==> src/rtl/lru_arb_pkg.sv <==
// Shared types and helpers for the LRU arbiter.
//   arb_state_t : arbiter FSM states (IDLE, GRANT)
//   ARB_N_DEF   : default requester count
//   ARB_N_MAX   : largest supported requester count
//   onehot()    : index -> one-hot vector, ARB_N_MAX bits wide; callers
//                 truncate the result to their own requester count
package lru_arb_pkg;

  typedef enum logic {
    IDLE  = 1'b0,
    GRANT = 1'b1
  } arb_state_t;

  localparam int ARB_N_DEF    = 4;
  localparam int ARB_N_MAX    = 8;
  localparam int ARB_ID_MAX_W = 3;

  function automatic logic [ARB_N_MAX-1:0] onehot(input logic [ARB_ID_MAX_W-1:0] idx);
    logic [ARB_N_MAX-1:0] vec;
    vec      = '0;
    vec[idx] = 1'b1;
    return vec;
  endfunction

endpackage

==> src/rtl/lru_rank.sv <==
// Recency rank store and least-recently-granted search.
// rank_r[i] holds requester i's recency; rank 0 is the least recently granted
// and the ranks always form a permutation of 0..N-1.
// Ports:
//   clk     in   system clock
//   rst     in   synchronous active-high reset, ranks return to identity
//   upd     in   a grant is being issued this cycle
//   upd_id  in   index of the requester receiving the grant
//   elig    in   N-bit eligibility mask for the search
//   win_id  out  eligible requester with the lowest rank (0 if none)
//   win_vld out  at least one requester is eligible
// The search is purely combinational from the registered ranks.
module lru_rank
  import lru_arb_pkg::*;
#(
  parameter int N = ARB_N_DEF
) (
  input  logic                 clk,
  input  logic                 rst,
  input  logic                 upd,
  input  logic [$clog2(N)-1:0] upd_id,
  input  logic [N-1:0]         elig,
  output logic [$clog2(N)-1:0] win_id,
  output logic                 win_vld
);

  localparam int IDW = $clog2(N);

  logic [IDW-1:0] rank_r   [N];
  logic [IDW-1:0] rank_nxt [N];

  // Next ranks: the granted requester moves to the most-recent slot and
  // everything that was more recent than it shifts down by one.
  always_comb begin
    for (int j = 0; j < N; j++) begin
      rank_nxt[j] = rank_r[j];
      if (upd) begin
        if (j == int'(upd_id)) begin
          rank_nxt[j] = IDW'(N - 1);
        end else if (rank_r[j] > rank_r[upd_id]) begin
          rank_nxt[j] = rank_r[j] - IDW'(1);
        end else begin
          rank_nxt[j] = rank_r[j];
        end
      end else begin
        rank_nxt[j] = rank_r[j];
      end
    end
  end

  // Rank registers; reset restores the identity permutation.
  always_ff @(posedge clk) begin
    if (rst) begin
      for (int i = 0; i < N; i++) begin
        rank_r[i] <= IDW'(i);
      end
    end else begin
      for (int i = 0; i < N; i++) begin
        rank_r[i] <= rank_nxt[i];
      end
    end
  end

  // Minimum-rank search over eligible requesters. Ranks are unique, so the
  // strict comparison never has to break a tie.
  always_comb begin
    logic [IDW-1:0] best_rank;
    logic           take;
    win_vld   = 1'b0;
    win_id    = '0;
    best_rank = '1;
    take      = 1'b0;
    for (int i = 0; i < N; i++) begin
      take      = elig[i] && (!win_vld || (rank_r[i] < best_rank));
      win_vld   = win_vld | take;
      win_id    = take ? IDW'(i) : win_id;
      best_rank = take ? rank_r[i] : best_rank;
    end
  end

endmodule

==> src/rtl/lru_arbiter.sv <==
// Least-recently-granted arbiter for one shared resource.
// A grant is held until the owner drops its request or until MAX_HOLD timer
// ticks have elapsed; a timed-out owner stays blocked until it drops req.
// Ports:
//   clk      in   system clock
//   rst      in   synchronous active-high reset
//   tick     in   one-cycle timebase pulse for the hold limit
//   req      in   N request levels, held while using the resource
//   gnt      out  one-hot registered grant, 0 when idle
//   gnt_id   out  index of the current owner, 0 when idle
//   busy     out  high while a grant is active
//   timeout  out  one-cycle pulse when a grant is revoked by the hold limit
//   blocked  out  requesters locked out after a timeout
module lru_arbiter
  import lru_arb_pkg::*;
#(
  parameter int N        = ARB_N_DEF,
  parameter int MAX_HOLD = 8
) (
  input  logic                 clk,
  input  logic                 rst,
  input  logic                 tick,
  input  logic [N-1:0]         req,
  output logic [N-1:0]         gnt,
  output logic [$clog2(N)-1:0] gnt_id,
  output logic                 busy,
  output logic                 timeout,
  output logic [N-1:0]         blocked
);

  localparam int IDW = $clog2(N);
  localparam int HW  = $clog2(MAX_HOLD + 1);

  arb_state_t     state_r,    state_nxt;
  logic [N-1:0]   gnt_r,      gnt_nxt;
  logic [IDW-1:0] gnt_id_r,   gnt_id_nxt;
  logic           busy_r,     busy_nxt;
  logic           timeout_r,  timeout_nxt;
  logic [N-1:0]   blocked_r,  blocked_nxt;
  logic [HW-1:0]  hold_cnt_r, hold_cnt_nxt;

  logic [N-1:0]   elig_s;
  logic [IDW-1:0] win_id_s;
  logic           win_vld_s;
  logic           upd_s;
  logic           owner_req_s;
  logic           hold_last_s;

  assign elig_s      = req & ~blocked_r;
  assign owner_req_s = req[gnt_id_r];
  assign hold_last_s = (hold_cnt_r == HW'(MAX_HOLD - 1));

  lru_rank #(
    .N (N)
  ) u_rank (
    .clk     (clk),
    .rst     (rst),
    .upd     (upd_s),
    .upd_id  (win_id_s),
    .elig    (elig_s),
    .win_id  (win_id_s),
    .win_vld (win_vld_s)
  );

  // Next-state and next-output logic for the IDLE/GRANT controller.
  always_comb begin
    state_nxt    = state_r;
    gnt_nxt      = gnt_r;
    gnt_id_nxt   = gnt_id_r;
    busy_nxt     = busy_r;
    hold_cnt_nxt = hold_cnt_r;
    timeout_nxt  = 1'b0;
    upd_s        = 1'b0;
    // A dropped request always clears that requester's block, in any state.
    blocked_nxt  = blocked_r & req;

    case (state_r)
      IDLE: begin
        if (win_vld_s) begin
          state_nxt    = GRANT;
          gnt_nxt      = N'(onehot(ARB_ID_MAX_W'(win_id_s)));
          gnt_id_nxt   = win_id_s;
          busy_nxt     = 1'b1;
          hold_cnt_nxt = '0;
          upd_s        = 1'b1;
        end else begin
          state_nxt    = IDLE;
          gnt_nxt      = '0;
          gnt_id_nxt   = '0;
          busy_nxt     = 1'b0;
          hold_cnt_nxt = '0;
        end
      end

      GRANT: begin
        // Release is tested first so that a drop coinciding with the final
        // tick is a clean release: no timeout pulse and no block.
        if (!owner_req_s) begin
          state_nxt  = IDLE;
          gnt_nxt    = '0;
          gnt_id_nxt = '0;
          busy_nxt   = 1'b0;
        end else if (tick) begin
          if (hold_last_s) begin
            state_nxt              = IDLE;
            gnt_nxt                = '0;
            gnt_id_nxt             = '0;
            busy_nxt               = 1'b0;
            timeout_nxt            = 1'b1;
            blocked_nxt[gnt_id_r]  = 1'b1;
          end else begin
            hold_cnt_nxt = hold_cnt_r + HW'(1);
          end
        end else begin
          hold_cnt_nxt = hold_cnt_r;
        end
      end

      default: begin
        state_nxt    = IDLE;
        gnt_nxt      = '0;
        gnt_id_nxt   = '0;
        busy_nxt     = 1'b0;
        hold_cnt_nxt = '0;
      end
    endcase
  end

  // State and output registers with synchronous reset.
  always_ff @(posedge clk) begin
    if (rst) begin
      state_r    <= IDLE;
      gnt_r      <= '0;
      gnt_id_r   <= '0;
      busy_r     <= 1'b0;
      timeout_r  <= 1'b0;
      blocked_r  <= '0;
      hold_cnt_r <= '0;
    end else begin
      state_r    <= state_nxt;
      gnt_r      <= gnt_nxt;
      gnt_id_r   <= gnt_id_nxt;
      busy_r     <= busy_nxt;
      timeout_r  <= timeout_nxt;
      blocked_r  <= blocked_nxt;
      hold_cnt_r <= hold_cnt_nxt;
    end
  end

  assign gnt     = gnt_r;
  assign gnt_id  = gnt_id_r;
  assign busy    = busy_r;
  assign timeout = timeout_r;
  assign blocked = blocked_r;

endmodule

==> config.mk <==
export PLATFORM = sky130hd
export DESIGN_NAME = lru_arbiter
export DESIGN_NICKNAME = d
export VERILOG_FILES = /design/src/rtl/lru_arb_pkg.sv /design/src/rtl/lru_rank.sv /design/src/rtl/lru_arbiter.sv
export SDC_FILE = /design/constraint.sdc
export NUM_CORES = 1
export LEC_CHECK = 0
export CORE_UTILIZATION = 59
export DETAILED_ROUTE_END_ITERATION = 7
export PLACE_DENSITY_LB_ADDON = 0.25
export SLEW_MARGIN = 10
export SYNTH_ARGS = -nofsm -noshare
export SYNTH_HDL_FRONTEND = slang
export SYNTH_HIERARCHICAL = 1
export SYNTH_SLANG_ARGS = --single-unit
==> constraint.sdc <==
create_clock -name clk -period 8.2 [get_ports clk]
set_input_delay 1.23 -clock clk [delete_from_list [all_inputs] [get_ports clk]]
set_output_delay 1.23 -clock clk [all_outputs]
set_load 0.01 [all_outputs]
**After elaboration in Yosys (flattened, before gate mapping)**

Memories as Yosys holds them, arrays and structs flattened.
Cells that the tools add are included.

- Register bits after elaboration: 17
- Memory bits (writable): 8
- Output and inout port bits: 12
- Memories kept: 1

Memory list:

| memory | depth | bits a word | rd ports | clocked after Yosys merged registers in | write ports | line | source |
|---|---|---|---|---|---|---|---|
| u_rank.rank_r | 4 | 2 | 5 | 0 | 4 | lru_rank.sv:29 | `logic [IDW-1:0] rank_r [N];` |

- Add/sub/neg operators: 5
- Magnitude comparators: 11
- Equality and inequality tests: 9
- Mux-type cells: 60
- Bitwise operators: 14
- Reduce and logical (&&, ||, !) cells: 15

Operator list:

| operator | number |
|---|---|
| 2-bit 2-to-1 mux | 25 |
| 4-bit 2-to-1 mux | 11 |
| 1-bit 2-to-1 mux | 16 |
| 4-bit one-hot mux with 2 select lines | 2 |
| 4-bit bitwise AND | 2 |
| 2-bit > comparator | 4 |
| 2-bit by 1-bit subtractor with 2-bit output, second input constant | 4 |
| 1-bit OR | 7 |
| 2-bit less-than comparator | 3 |
| 1-bit logical AND | 5 |
| 4-bit by 1-bit adder with 4-bit output, second input constant | 1 |
| 1-bit demux with 2-bit select | 2 |
| 2-bit == test, first input constant | 2 |
| 4-bit by 3-bit == test with 1-bit output, second input constant | 1 |
| 2-bit by 1-bit greater-or-equal comparator with 1-bit output, second input constant | 2 |
| 2-bit by 4-bit less-than comparator with 1-bit output, second input constant | 1 |
| 2-bit != test, second input constant | 2 |
| 4-bit NOT | 1 |
| 4-bit OR | 1 |
| 1-bit one-hot mux with 2 select lines | 2 |
| 2-bit one-hot mux with 2 select lines | 1 |
| 4-bit OR reduction | 1 |
| 1-bit zero test | 3 |
| 1-bit logical OR | 3 |
| other kinds (10) | 12 |

**Logic depth before layout (Yosys ltp)**

- Depth after elaboration: 21
- Mapped depth: 21
- Gate-level depth less buffers: 20

**Modules after synthesis**

The synthesis kept the hierarchy.

Modules (own cells, without submodules):

| module | times used | cells each | area each (um^2) | sequential area each (um^2) |
|---|---|---|---|---|
| lru_rank | 1 | 107 | 832.0 | 160.2 |
| lru_arbiter | 1 | 85 | 782.0 | 340.3 |

**Least setup slack after synthesis**

Ideal clock, no wire load.

- Path kind: input port to flip-flop
- Start: input port req[0]
- End: memory u_rank/rank_r[1][0] (netlist name)
- Setup time: 0.114 ns
- Arrival: 5.188 ns
- Data required time: 8.086 ns
- Path slack: 2.898 ns
- Cell stages on the path: 20
- Path buffers: 1
- Cells stage by stage: nor2b_1 -> inv_1 -> o22ai_1 -> ha_1 -> o22ai_1 -> o21bai_1 -> a32oi_1 -> ha_1 -> a311o_1 -> nor3b_1 -> a211o_1 -> clkbuf_1 -> mux4_2 -> inv_1 -> ha_1 -> nor2b_1 -> o21ai_1 -> nand2_1 -> a21o_1 -> a21o_1

RTL lines:

| item | line | source |
|---|---|---|
| from (decl) | lru_arbiter.sv:23 | `input logic [N-1:0] req,` |
| to (decl) | lru_rank.sv:29 |  |

==> flow_summary.ini <==
[power]
p_int_w = 0.000305
ir_drop_v = 0.000255
p_sw_w = 0.000243
pwr-share-comb_pct = 58.0
p_seq_share_pct = 32.0
finalPower_w = 0.000548
p_clk_share_pct = 9.9
p_per_area_nw_per_um2 = 300
p_leak_nw = 0.720
sw_frac_of_total_pct = 44.3

[timing]
tightest_slew_ps = 1000
fmax_mhz = 165
finalCriticalPeriod_ps = 6040
finalMaxSlewViolations = 0
final-hold-violation-count = 0
slew_headroom_pct = 33.2
setup_violations = 0
skew_ps = 2.21
rsz0062_at_grt = no
timing.final.crit_share_pct = 73.7
tns_ps = 0

[cts]
htreeDepth = 1
root_buffer = clkbuf_4
cts_inserted_buffers = 3
cts_sinks = 25
path_clk_slew_ps = 130
cts_buffer_depth = 2
clock_latency_ps = 310
cts_hold_buf = 0
cts_resized = 0
cts_tree = yes
post_cts_buffers = 0

[grt]
grt_pass1_wl_mm = 5.33
grt_antenna_before_repair = 0
gr-total-overflow = 0
track_usage_pct = 24.8
grt_start_max_net_pins = 25
first_global_vias = 1326

[logic_synthesis]
netlist.area_leader.share_pct = 31.0
synthTopCellsByArea = dfxtp_1 31%, ha_1 8.5%, nand2_1 4.9%
synth.distinct_cells = 50
ys_seq_area_share_pct = 31.0
synthFlopType = dfxtp_1
ys.warnings.count = 6
syn_avg_cell_area_um2 = 8.41
netlist_instances = 192
async_flop_share_pct = 0
yosys_register_bits = 25
synth-edff-count = 0
synth_area_um2 = 1610
yosys.area.top_type = dfxtp_1
synth_nets = 210

[finish]
fin_nets = 227
antennaDiodeCount = 0
drive_gt1_share_pct = 5.29
final_cell_mix = 25 x dfxtp_1, 21 x nand2_1, 18 x clkdlybuf4s50_1
areaGrowthSynthToFinish_pct = 13.3
final_area_um2 = 1830
mostFrequentLayoutCell = dfxtp_1
utilization_pct = 72.5

[worst_setup_path]
cp.required_ps = 8420
worst-setup-path-type = in -> reg
ff2ff_path_depth = 18
cp_max_fo = 12
end_kind = register
ff2ff_setup_slack_ps = 3250
critPathMostFrequentCell = ha_1
crit_end = u_rank/rank_r[1][1]
cpPeakStageDelay_ps = 700
cp_slowest_cell = mux4_1
r2r-end = u_rank/rank_r[1][1]
crit_buf_inv = 2
startpoint_type = input pin
cp.arrival_ps = 6260
reg2reg_from = blocked[0]
crit_cells = 19
path_delay_family = compound AO/OA/AOI/OAI gates
path_cells = clkdlybuf4s50_1, nor2b_1, inv_1, o22ai_1, ha_1, o22ai_1, o21bai_1, a32oi_1, ha_1, a311o_1, nor3b_1, a211o_1, mux4_1, ha_1, nand2_1, o21ai_1, o21ai_0, a21oi_1, a311oi_1
critPathLaunch = req[0]

[route]
viasPerCell = 6.38
via_count = 1518
drtIter0Drc = 46
wl_mm = 3.55
ant_nets = 0
drc = 0
wl_per_cell_um = 14.9
drt_pass1_iterations = 5

[die]
start_util_pct = 64.0
die_width_um = 54.3
fp.dieH_um = 54.3
row_count = 18
ios = 19
fp.coreArea_um2 = 2520
die_area_um2 = 2950

[place]
place_area_um2 = 1800
dpl.hpwl_mm = 2.60
port_buffers = 18
place_congestion = 0.773

[hold_path]
hold_path.class = reg -> reg

[run_status]
status = completed

[flow_run]
maxCapViolations = 0
==> power by group through the flow <==
| stage | combinational [W] | sequential (W) | clock (W) |
|---|---|---|---|
| after floorplan | 0.000243 | 0.000173 | 0 |
| after global placement | 0.000291 | 0.000177 | 0 |
| after detailed placement | 0.000311 | 0.000178 | 0 |
| after CTS | 0.000313 | 0.000174 | 0.0000544 |
| after global routing | 0.000355 | 0.000179 | 0.0000580 |
| final | 0.000318 | 0.000176 | 0.0000545 |
==> cell type report <==
class                   count  area (um2)
clock buffers               4        26.3
fillers                   197         694
inverters                  15        56.3
multi-input cells         146        1030
flip-flops and latches     25         500
well taps                  30        37.5
repair buffers             18         180
==> cells in the mapped netlist (2+ instances only) <==
cell type  number
dfxtp_1        25
o21bai_1        4
nand3b_1        2
clkbuf_1        5
ha_1           11
mux4_2          2
a31o_1          2
a211oi_1        2
nand2b_1        7
inv_1          14
o21ai_0        11
nand3_1         5
o22ai_1         3
nand4_1         3
nand2_1        21
nor3b_1         2
a211o_1         3
a311oi_1        2
and2b_1         2
o32ai_1         5
a21o_1          2
nor2b_1        10
a21oi_1        12
and2_1          2
o21ai_1         4
nor2_1          5
nand4b_1        3
==> per-layer routing <==
layer	routed length, um	up-vias	track usage (%)
met2	1670	40	47.0
met3	142	8	3.06
met1	1670	728	27.4
li1	-	742	-
met5	0	-	0
met4	64	0	10.3
==> worst min path at each step <==
stage,from,endpoint,slack [ps],depth (start not counted)
after floorplan,hold_cnt_r[1],hold_cnt_r[1],450,2
after global placement,hold_cnt_r[1],hold_cnt_r[1],470,2
after detailed placement,hold_cnt_r[1],hold_cnt_r[1],480,2
after CTS,hold_cnt_r[1],hold_cnt_r[1],500,2
after global routing,gnt[2],gnt[2],520,2
final,gnt[2],gnt[2],490,2
==> worst reg2reg max path: stages (launching register included) <==
cell and delay, ps:
dfxtp_1 340, nor2b_1 400, inv_1 130, o22ai_1 270
ha_1 310, o22ai_1 180, o21bai_1 190, a32oi_1 140
ha_1 230, a311o_1 340, nor3b_1 260, a211o_1 380
mux4_1 700, ha_1 310, nand2_1 60, o21ai_1 80
o21ai_0 150, a21oi_1 80, a311oi_1 300
==> registers in the layout, indices dropped and copies added, names as in the netlist <==
register       flops
hold_cnt_r         4
gnt                4
gnt_id             2
timeout            1
blocked            4
u_rank/rank_r      8
state_r            1
busy               1
==> metrics by stage <==
stage	cells	setup slack (ps)	hold WS, ps
detailed placement	234	1940	478
finish	238	2160	492
floorplan	192	2900	451
global route	238	1850	520
CTS	238	2260	497
global placement	234	2250	466
==> logic make-up (layout without fill, tap and decap cells) <==
kind of cell               count (synthesis)  in the layout  synth area share (%)
and+or+nand+nor                           72             72                  25.3
DFF                                       25             25                  31.0
muxes                                      4              4                  5.04
AOI/OAI and AO/OA                         58             58                  24.2
adders and majority gates                 12             12                  9.15
buffers and inverters                     21             37                  5.35
No activity file was read; power rests on OpenSTA's default activity.
